===== config.mk =====
export PLATFORM = sky130hd
export DESIGN_NAME = boot_copier_flat
export DESIGN_NICKNAME = d
export VERILOG_FILES = /design/src/rtl/boot_copier_if.sv /design/src/rtl/boot_copier.sv /design/src/flat_wrapper.sv
export SDC_FILE = /design/constraint.sdc
export NUM_CORES = 1
export LEC_CHECK = 0
export CORE_ASPECT_RATIO = 1.75
export CORE_MARGIN = 5
export CORE_UTILIZATION = 54
export DETAILED_ROUTE_END_ITERATION = 8
export GPL_ROUTABILITY_DRIVEN = 0
export PLACE_DENSITY = 0.86
export SLEW_MARGIN = 20
export SYNTH_ARGS = -nofsm -noshare
export SYNTH_HDL_FRONTEND = slang
export SYNTH_SLANG_ARGS = --single-unit

===== constraint.sdc =====
create_clock -name clk -period 3.7 [get_ports clk]
set_input_delay 0.555 -clock clk [delete_from_list [all_inputs] [get_ports clk]]
set_output_delay 0.555 -clock clk [all_outputs]
set_load 0.02 [all_outputs]

===== src/rtl/boot_copier_if.sv =====
// boot_copier_if: handshake bundle between the boot copier and its flash/RAM controllers.
// Ports (copier view): i_start, i_flash_done, i_flash_data, i_ram_done in;
// o_flash_req, o_flash_addr, o_ram_req, o_ram_addr, o_ram_data, o_busy, o_boot_done, o_boot_err, o_words_copied out.
interface boot_copier_if #(
    parameter int unsigned FLASH_AW = 22,
    parameter int unsigned RAM_AW   = 18,
    parameter int unsigned DW       = 16
);
    logic                i_start;
    logic                i_flash_done;
    logic [DW-1:0]       i_flash_data;
    logic                i_ram_done;
    logic                o_flash_req;
    logic [FLASH_AW:1]   o_flash_addr;
    logic                o_ram_req;
    logic [RAM_AW-1:0]   o_ram_addr;
    logic [DW-1:0]       o_ram_data;
    logic                o_busy;
    logic                o_boot_done;
    logic                o_boot_err;
    logic [15:0]         o_words_copied;
    modport master (
        input  i_start, i_flash_done, i_flash_data, i_ram_done,
        output o_flash_req, o_flash_addr, o_ram_req, o_ram_addr, o_ram_data,
               o_busy, o_boot_done, o_boot_err, o_words_copied
    );
    modport slave (
        output i_start, i_flash_done, i_flash_data, i_ram_done,
        input  o_flash_req, o_flash_addr, o_ram_req, o_ram_addr, o_ram_data,
               o_busy, o_boot_done, o_boot_err, o_words_copied
    );
endinterface


===== src/rtl/boot_copier.sv =====
// boot_copier: copies a boot image from flash into RAM, optionally length-prefixed and checksummed.
// Ports: clk; rst (synchronous, active-low); bus (master side of boot_copier_if carrying
// start, the flash/RAM request-done handshakes and the busy/done/error/progress status).
module boot_copier #(
    parameter int unsigned FLASH_AW   = 22,
    parameter int unsigned RAM_AW     = 18,
    parameter int unsigned DW         = 16,
    parameter int unsigned FLASH_BASE = 1,
    parameter int unsigned RAM_BASE   = 0,
    parameter int unsigned WORDS      = 'h21A,
    parameter int unsigned MAX_WORDS  = 'h1000,
    parameter int unsigned HDR_EN     = 0,
    parameter int unsigned AUTO_START = 1
) (
    input logic           clk,
    input logic           rst,
    boot_copier_if.master bus
);
    typedef enum logic [2:0] {IDLE, HDR, RD, WR, SUM, DONE, ERR} state_t;
    state_t            r_state;
    logic              r_first;
    logic [15:0]       r_cnt;
    logic [DW-1:0]     r_len;
    logic [DW-1:0]     r_sum;
    logic [DW-1:0]     r_ram_data;
    logic [FLASH_AW:1] r_flash_addr;
    logic [RAM_AW-1:0] r_ram_addr;
    logic              r_flash_req;
    logic              r_ram_req;
    logic              r_busy;
    logic              r_boot_done;
    logic              r_boot_err;
    logic [15:0]       w_next;
    logic              w_last;
    logic              w_go;
    assign w_next = r_cnt + 16'd1;
    assign w_last = 32'(w_next) == 32'(r_len);
    // AUTO_START acts as a start pulse on the first cycle out of reset
    assign w_go = (r_state == IDLE || r_state == DONE || r_state == ERR) &&
                  (bus.i_start || (AUTO_START != 0 && r_first));
    always_ff @(posedge clk) begin
        if (!rst) begin
            r_state      <= IDLE;
            r_first      <= 1'b1;
            r_cnt        <= '0;
            r_len        <= '0;
            r_sum        <= '0;
            r_ram_data   <= '0;
            r_flash_addr <= FLASH_AW'(FLASH_BASE);
            r_ram_addr   <= RAM_AW'(RAM_BASE);
            r_flash_req  <= 1'b0;
            r_ram_req    <= 1'b0;
            r_busy       <= 1'b0;
            r_boot_done  <= 1'b0;
            r_boot_err   <= 1'b0;
        end else begin
            r_first <= 1'b0;
            case (r_state)
                IDLE, DONE, ERR: if (w_go) begin
                    // header and payload word 0 both sit at FLASH_BASE relative to the first read
                    r_state      <= (HDR_EN != 0) ? HDR : RD;
                    r_flash_addr <= FLASH_AW'(FLASH_BASE);
                    r_flash_req  <= 1'b1;
                    r_busy       <= 1'b1;
                    r_boot_done  <= 1'b0;
                    r_boot_err   <= 1'b0;
                    r_cnt        <= '0;
                    r_sum        <= '0;
                    r_len        <= (HDR_EN != 0) ? '0 : DW'(WORDS);
                end
                HDR: if (bus.i_flash_done) begin
                    r_len        <= bus.i_flash_data;
                    // first payload word and the checksum of an empty image share this address
                    r_flash_addr <= FLASH_AW'(FLASH_BASE + 1);
                    if (32'(bus.i_flash_data) > MAX_WORDS) begin
                        r_state     <= ERR;
                        r_flash_req <= 1'b0;
                        r_busy      <= 1'b0;
                        r_boot_err  <= 1'b1;
                    end else begin
                        r_state <= (bus.i_flash_data == '0) ? SUM : RD;
                    end
                end
                RD: if (bus.i_flash_done) begin
                    r_state     <= WR;
                    r_flash_req <= 1'b0;
                    r_ram_req   <= 1'b1;
                    r_ram_data  <= bus.i_flash_data;
                    r_ram_addr  <= RAM_AW'(RAM_BASE + 32'(r_cnt));
                    r_sum       <= r_sum + bus.i_flash_data;
                end
                WR: if (bus.i_ram_done) begin
                    r_ram_req <= 1'b0;
                    r_cnt     <= w_next;
                    if (w_last && HDR_EN == 0) begin
                        r_state     <= DONE;
                        r_busy      <= 1'b0;
                        r_boot_done <= 1'b1;
                    end else begin
                        r_state      <= w_last ? SUM : RD;
                        r_flash_req  <= 1'b1;
                        r_flash_addr <= w_last ? FLASH_AW'(FLASH_BASE + 1 + 32'(r_len))
                                               : FLASH_AW'(FLASH_BASE + HDR_EN + 32'(w_next));
                    end
                end
                SUM: if (bus.i_flash_done) begin
                    r_state     <= (bus.i_flash_data == r_sum) ? DONE : ERR;
                    r_flash_req <= 1'b0;
                    r_busy      <= 1'b0;
                    r_boot_done <= bus.i_flash_data == r_sum;
                    r_boot_err  <= bus.i_flash_data != r_sum;
                end
                default: r_state <= IDLE;
            endcase
        end
    end
    assign bus.o_flash_req    = r_flash_req;
    assign bus.o_flash_addr   = r_flash_addr;
    assign bus.o_ram_req      = r_ram_req;
    assign bus.o_ram_addr     = r_ram_addr;
    assign bus.o_ram_data     = r_ram_data;
    assign bus.o_busy         = r_busy;
    assign bus.o_boot_done    = r_boot_done;
    assign bus.o_boot_err     = r_boot_err;
    assign bus.o_words_copied = r_cnt;
endmodule


===== src/flat_wrapper.sv =====
// flat-port wrapper written by rule: the top's interface ports become plain ports
module boot_copier_flat 
#(
    parameter int unsigned FLASH_AW   = 22,
    parameter int unsigned RAM_AW     = 18,
    parameter int unsigned DW         = 16,
    parameter int unsigned FLASH_BASE = 1,
    parameter int unsigned RAM_BASE   = 0,
    parameter int unsigned WORDS      = 'h21A,
    parameter int unsigned MAX_WORDS  = 'h1000,
    parameter int unsigned HDR_EN     = 0,
    parameter int unsigned AUTO_START = 1
)
  (clk, rst, bus_i_start, bus_i_flash_done, bus_i_flash_data, bus_i_ram_done, bus_o_flash_req, bus_o_flash_addr, bus_o_ram_req, bus_o_ram_addr, bus_o_ram_data, bus_o_busy, bus_o_boot_done, bus_o_boot_err, bus_o_words_copied);
  boot_copier_if #(.FLASH_AW(FLASH_AW), .RAM_AW(RAM_AW), .DW(DW)) bus_i ();
  input logic clk;
  input logic rst;
  input wire logic [$bits(bus_i.i_start)-1:0] bus_i_start;
  input wire logic [$bits(bus_i.i_flash_done)-1:0] bus_i_flash_done;
  input wire logic [$bits(bus_i.i_flash_data)-1:0] bus_i_flash_data;
  input wire logic [$bits(bus_i.i_ram_done)-1:0] bus_i_ram_done;
  output wire logic [$bits(bus_i.o_flash_req)-1:0] bus_o_flash_req;
  output wire logic [$bits(bus_i.o_flash_addr)-1:0] bus_o_flash_addr;
  output wire logic [$bits(bus_i.o_ram_req)-1:0] bus_o_ram_req;
  output wire logic [$bits(bus_i.o_ram_addr)-1:0] bus_o_ram_addr;
  output wire logic [$bits(bus_i.o_ram_data)-1:0] bus_o_ram_data;
  output wire logic [$bits(bus_i.o_busy)-1:0] bus_o_busy;
  output wire logic [$bits(bus_i.o_boot_done)-1:0] bus_o_boot_done;
  output wire logic [$bits(bus_i.o_boot_err)-1:0] bus_o_boot_err;
  output wire logic [$bits(bus_i.o_words_copied)-1:0] bus_o_words_copied;
  assign bus_i.i_start = bus_i_start;
  assign bus_i.i_flash_done = bus_i_flash_done;
  assign bus_i.i_flash_data = bus_i_flash_data;
  assign bus_i.i_ram_done = bus_i_ram_done;
  assign bus_o_flash_req = bus_i.o_flash_req;
  assign bus_o_flash_addr = bus_i.o_flash_addr;
  assign bus_o_ram_req = bus_i.o_ram_req;
  assign bus_o_ram_addr = bus_i.o_ram_addr;
  assign bus_o_ram_data = bus_i.o_ram_data;
  assign bus_o_busy = bus_i.o_busy;
  assign bus_o_boot_done = bus_i.o_boot_done;
  assign bus_o_boot_err = bus_i.o_boot_err;
  assign bus_o_words_copied = bus_i.o_words_copied;
  boot_copier #(.FLASH_AW(FLASH_AW), .RAM_AW(RAM_AW), .DW(DW), .FLASH_BASE(FLASH_BASE), .RAM_BASE(RAM_BASE), .WORDS(WORDS), .MAX_WORDS(MAX_WORDS), .HDR_EN(HDR_EN), .AUTO_START(AUTO_START)) u_core (.clk(clk), .rst(rst), .bus(bus_i));
endmodule

Word-level counts from Yosys, hierarchy flattened:

Cells that the tools add are included.
Widths: inputs -> output; s select.

* bits in registers: 111
* latch bits: 0
* RAM bits: 0
* memory bits (read-only): 0
* bits of input ports: 21
* memories: 0

* add/sub/neg operators: 3
* $mul: 0
* div/mod/pow operators: 0
* order comparisons: 1
* equal/unequal tests: 18
* shift-type cells: 0
* multiplexer cells: 46
* bitwise operators: 0
* reductions and logical operators: 28

Operator list (number)
* $pmux 16 s2: 3
* $mux 22: 4
* $mux 16: 5
* $pmux 22 s3: 1
* $eq 16x16->1: 2
* $mux 3: 8
* $reduce_and 5->1: 4
* $mux 1: 18
* $add 1x16->17 const A: 1
* $add 16x1->16 const B: 1
* $add 16x16->16: 1
* $gt 16x13->1 const B: 1
* $logic_not 16->1: 1
* $ne 16x16->1: 1
* $pmux 3 s5: 1
* $reduce_and 7->1: 2
* $reduce_and 3->1: 4
* $ne 2x2->1 const B: 5
* $eq 3x3->1 const B: 3
* $reduce_bool 3->1: 3
* $ne 2x1->1 const B: 4
* $pmux 1 s4: 2
* $reduce_bool 2->1: 4
* $reduce_bool 4->1: 2
* other kinds (11): 15

Depth between registers and ports, before layout:

* depth in word-level cells: 6
* depth in mapped cells: 13
* mapped depth without buffers: 10

Worst setup path before layout:

Ideal clock, no wire load.

* path type: flip-flop to flip-flop
* from: register u_core.r_cnt[1], in the netlist u_core.bus.o_words_copied[1]
* to: register u_core.r_flash_addr, in the netlist u_core.bus.o_flash_addr[1]
* library setup time: 0.123 ns
* data arrival time: 3.125 ns
* slack: 0.452 ns
* stages on the path, launching flop included: 12
* path buffers: 2
* period minus slack after synthesis: 3.248 ns
* path through: dfxtp_1 -> ha_1 -> buf_2 -> nand4_2 -> nor4_1 -> xnor2_1 -> xor2_1 -> nand3_1 -> nor4_2 -> o21a_1 -> buf_6 -> mux2_1

* cells in the longest elaborated chain, start to end: 4

RTL lines
* from (decl): line boot_copier.sv:22 `logic [15:0] r_cnt;`
* from (signal assigned): line boot_copier.sv:94 `r_cnt <= w_next;`
* $add 16x1->16: line boot_copier.sv:36 `assign w_next = r_cnt + 16'd1;`
* $eq 16x16->1: line boot_copier.sv:37 `assign w_last = 32'(w_next) == 32'(r_len);`
* $ne 2x2->1 (no source line)
* $reduce_and 5->1 (no source line)
* to (signal assigned): line boot_copier.sv:49 `r_flash_addr <= FLASH_AW'(FLASH_BASE);`
* to (signal assigned): line boot_copier.sv:62 `r_flash_addr <= FLASH_AW'(FLASH_BASE);`
* to (signal assigned): line boot_copier.sv:74 `r_flash_addr <= FLASH_AW'(FLASH_BASE + 1);`
* to (decl): line boot_copier.sv:26 `logic [FLASH_AW:1] r_flash_addr;`

No other way between the ends.
A chain may end at the register's enable or synchronous reset.

Worst setup path after layout:

* from: register u_core.r_cnt[1], in the netlist u_core.bus.o_words_copied[1]
* to: register u_core.r_flash_addr, in the netlist u_core.bus.o_flash_addr[11]

* cells in the longest elaborated chain, start to end: 5

RTL lines
* $add 16x1->16 *: line boot_copier.sv:36
* $add 1x16->17: line boot_copier.sv:103 `: FLASH_AW'(FLASH_BASE + HDR_EN + 32'(w_next));`
* $mux 22: line boot_copier.sv:95 `if (w_last && HDR_EN == 0) begin`
* $mux 22: line boot_copier.sv:92 `WR: if (bus.i_ram_done) begin`
* $pmux 22 s3: line boot_copier.sv:58 `case (r_state)`
* to (signal assigned): line boot_copier.sv:62
* to (signal assigned): line boot_copier.sv:74
* to (signal assigned): line boot_copier.sv:102 `r_flash_addr <= w_last ? FLASH_AW'(FLASH_BASE + 1 + 32'(r_len))`

Every way passes the cells marked *; elsewhere a longest branch is shown, timed or not. The select of a mux whose other input is x is not followed.

==> results_tabular.tex <==
\begin{tabular}{lr}
\hline
Metric & Value \\
\hline
\multicolumn{2}{l}{\textbf{Pwr}} \\
Peak supply drop & 463 uV \\
Post-layout power & 3.99 mW \\
Ratio of total power to cell area & 534 mW/mm2 \\
Pleak & 2.72 nW \\
\multicolumn{2}{l}{\textbf{STA}} \\
Number of endpoints with negative hold slack in the final report & 0 \\
Final slew viol count & 0 \\
Achievable frequency & 0.302 GHz \\
Setup TNS & 0 ns \\
Post-layout worst setup margin & 0.386 ns \\
Layout Skew & 0.0114 ns \\
Portion of the clock cycle consumed by the worst path in the final layout & 0.896 \\
Final Hold Slack & 0.448 ns \\
Unrepaired setup endpoints after global routing & false \\
Final setup violation count & 0 \\
Worst slew margin relative to its limit & 0.513 \\
Slew at the pin closest to its max-slew limit & 0.725 ns \\
Min Tclk post-route & 3.31 ns \\
\multicolumn{2}{l}{\textbf{Final layout}} \\
Area growth, synth to finish & 21.6\% \\
Fin area & 0.00748 mm2 \\
Antenna fix cells & 0 \\
Layout net count & 907 \\
Share of the core filled with cells & 0.670 \\
Share of post-route cells with drive strength above 1 & 0.0619 \\
Post-Layout Cell Count & 1004 \\
\multicolumn{2}{l}{\textbf{CTS}} \\
Count of hold buffers inserted by post-cts repair & 0 \\
Number of instances resized during post-cts repair & 0 \\
Number of buffers created by CTS & 9 \\
Deepest level of the CTS H-tree & 3 \\
Clock tree from TritonCTS & done \\
Cell chosen for the clock root & clkbuf\_16 \\
\# clock sinks & 106 \\
Buffer depth of the longest clock path & 2 \\
Number of buffers inserted to repair setup after CTS & 0 \\
Clock-pin slew on the worst setup and hold paths & 0.08 ns \\
Insertion delay to the later sink of the worst-skew pair & 0.36 ns \\
\multicolumn{2}{l}{\textbf{Synth}} \\
Syn Inst Count & 794 \\
Post-synthesis cell type with the largest combined area & dfxtp\_1 \\
Count of flip-flops with a built-in enable after synthesis & 0 \\
Top cells by area, synth & dfxtp\_1 35\%, nand2\_1 7.6\%, a21oi\_1 5.9\% \\
Total of flip-flops plus latches after synthesis & 106 \\
Count of cell types in the netlist & 71 \\
Avg Inst Size Synth & 7.75 um2 \\
Count of warnings emitted by yosys & 0 \\
Cell area after synthesis & 0.00615 mm2 \\
Area share of the leading cell type in the synthesized netlist & 0.345 \\
Register area share after synthesis & 0.345 \\
Proportion of register bits with asynchronous set or reset after synthesis & 0 \\
Leading register cell type out of synthesis & dfxtp\_1 \\
\multicolumn{2}{l}{\textbf{Critical path}} \\
End of the worst register-to-register path & u\_core.bus.o\_flash\_addr[11] \\
Crit path kind & reg2reg \\
Worst Reg-to-Reg Cells & 10 \\
Maximum single-stage delay on the critical path & 0.54 ns \\
Worst-path fanout max & 14 \\
Crit. Startpoint & u\_core.bus.o\_words\_copied[1] \\
Critical-path cell list & ha\_1 > nand4\_2 > nor4\_1 > xnor2\_1 > xor2\_1 > nand3\_1 > nor4\_2 > o21a\_1 > buf\_4 > mux2i\_1 \\
Reg-to-reg startpoint & u\_core.bus.o\_words\_copied[1] \\
Type of origin of the critical path & flop \\
Critical path arrival & 3.60 ns \\
Critical Path RT & 3.99 ns \\
Capturing element of the worst setup path & u\_core.bus.o\_flash\_addr[11] \\
Slowest cell on the critical path & dfxtp\_1 \\
Type of destination of the critical path & flop \\
Slack of the worst reg-to-reg path & 0.39 ns \\
\multicolumn{2}{l}{\textbf{Detailed routing}} \\
Routed WL & 18100 um \\
Drt via density & 6.20 \\
Antenna-violating nets left & 0 \\
Number of vias in the routed layout & 6220 \\
Number of DRC violations after detailed-routing iteration 0 & 499 \\
Iteration count of the initial detailed-routing pass & 5 \\
DR DRC count & 0 \\
WL/cell & 18.0 um \\
\multicolumn{2}{l}{\textbf{Floorplan}} \\
Count of pins on the block boundary & 98 \\
Initial standard-cell utilization of the core & 0.551 \\
Core region area & 0.0112 mm2 \\
Count of standard-cell rows & 51 \\
Die area & 0.0137 mm2 \\
Die extent in x & 90.7 um \\
DIE HEIGHT & 151 um \\
\multicolumn{2}{l}{\textbf{Global routing}} \\
Largest net degree at the start of global routing & 72 \\
GR Overflow Total & 0 \\
Number of antenna violations at the first check in global routing & 0 \\
First-pass GRT wire length & 28800 um \\
Gr usage total & 0.260 \\
Via count of the first global-routing pass & 5890 \\
\multicolumn{2}{l}{\textbf{Hold path}} \\
Min-delay worst type & reg2reg \\
Worst Hold Launch & u\_core.bus.o\_boot\_done \\
\multicolumn{2}{l}{\textbf{Place}} \\
Buffers added on ports & 90 \\
DP Area & 0.00713 mm2 \\
Placed Instances & 988 \\
Final HPWL from detailed placement & 13700 um \\
Post-Place Setup Slack & 0.190 ns \\
\multicolumn{2}{l}{\textbf{Flow run}} \\
\# Max-Cap Violations & 0 \\
\multicolumn{2}{l}{\textbf{Run status}} \\
Result of the run & finished, final reports clean \\
\hline
\end{tabular}
[worst max-delay path: cells and delay by family, from the launching register on]
kind	cells	cell delay (ns)
buffers and inverters	1	0.27
flip-flops	1	0.54
XOR/XNOR	2	0.58
multiplexers	1	0.21
adder cells (fa/ha/maj)	1	0.26
AO/OA/AOI/OAI	1	0.21
AND/OR/NAND/NOR	4	1.16
[layout by cell type (no fill, tap or decap), types with 5 or more instances in the layout]
master and count:
nand2_1 124, dfxtp_1 106, clkdlybuf4s50_1 90, nor2_1 75, a21oi_1 72, o21ai_0 41
nand3_1 34, xnor2_1 34, buf_4 25, a22oi_1 22, mux2i_1 17, ha_1 17
nor3_1 16, inv_1 15, nor4_1 14, xor2_1 13, nand2b_1 11, or3_1 10
nor2b_1 9, clkbuf_16 9, nand4_1 8, and2_1 7, a21boi_0 7, conb_1 7
and3_1 6, o22ai_1 5, a31oi_1 5
[layer usage]
metal	global-route usage	routed length, um	vias up
met5	0	0	-
met4	0.192	1420	0
met3	0.0452	1220	107
met2	0.483	9560	317
met1	0.255	5920	2864
li1	-	-	2932
[worst min-delay path by stage]
stage | endpoint | slack [ns] | cells past startpoint
2_1_floorplan | u_core.r_sum[0] | 0.44 | 2
3_3_place_gp | u_core.bus.o_boot_done | 0.44 | 2
3_5_place_dp | u_core.bus.o_boot_done | 0.44 | 2
4_1_cts | u_core.bus.o_boot_done | 0.45 | 2
5_1_grt | u_core.bus.o_ram_addr[4] | 0.47 | 2
6_report | u_core.bus.o_boot_done | 0.45 | 2
[cells by family after synthesis]
family	synth area share
AO/OA/AOI/OAI	0.193
XOR/XNOR	0.0669
adder cells (fa/ha/maj)	0.0427
buffers and inverters	0.0574
flip-flops	0.345
multiplexers	0.0295
other	0.000610
AND/OR/NAND/NOR	0.264
[state kept, by name (all words and copies together), names as in the netlist]
| register | cells |
|---|---|
| u_core.bus.o_flash_req | 1 |
| u_core.bus.o_ram_data | 16 |
| u_core.r_first | 1 |
| u_core.bus.o_boot_done | 1 |
| u_core.bus.o_boot_err | 1 |
| u_core.r_state | 3 |
| u_core.bus.o_words_copied | 16 |
| u_core.r_len | 16 |
| u_core.bus.o_flash_addr | 17 |
| u_core.bus.o_ram_req | 1 |
| u_core.bus.o_ram_addr | 16 |
| u_core.bus.o_busy | 1 |
| u_core.r_sum | 16 |
[Yosys cell counts, drive strengths merged (10+ instances only)]
cell and instances:
a21oi 72, dfxtp 106, clkbuf 40, nand3 35
nor2 75, nor3 16, nand2b 11, xor2 13
nand2 124, mux2i 17, a22oi 22, xnor2 34
inv 16, or3 10, nor4 16, o21ai 41
ha 17, nand4 10, buf 19
[power breakdown]
| part | internal [mW] | total (mW) | switching (mW) | leakage (nW) |
|---|---|---|---|---|
| registers | 1.26 | 1.39 | 0.125 | 0.859 |
| clock network | 0.616 | 1.10 | 0.487 | 0.169 |
| logic | 0.569 | 1.50 | 0.934 | 1.69 |
[cell type report]
| type | instances | area [um2] |
|---|---|---|
| multi-input cells | 619 | 3700 |
| well taps | 132 | 165 |
| fillers | 900 | 3690 |
| clock buffers | 9 | 225 |
| flip-flops and latches | 106 | 2120 |
| inverters | 16 | 60.1 |
| clock inverters | 7 | 119 |
| repair buffers | 115 | 1090 |
No activity file was read; power rests on OpenSTA's default activity.
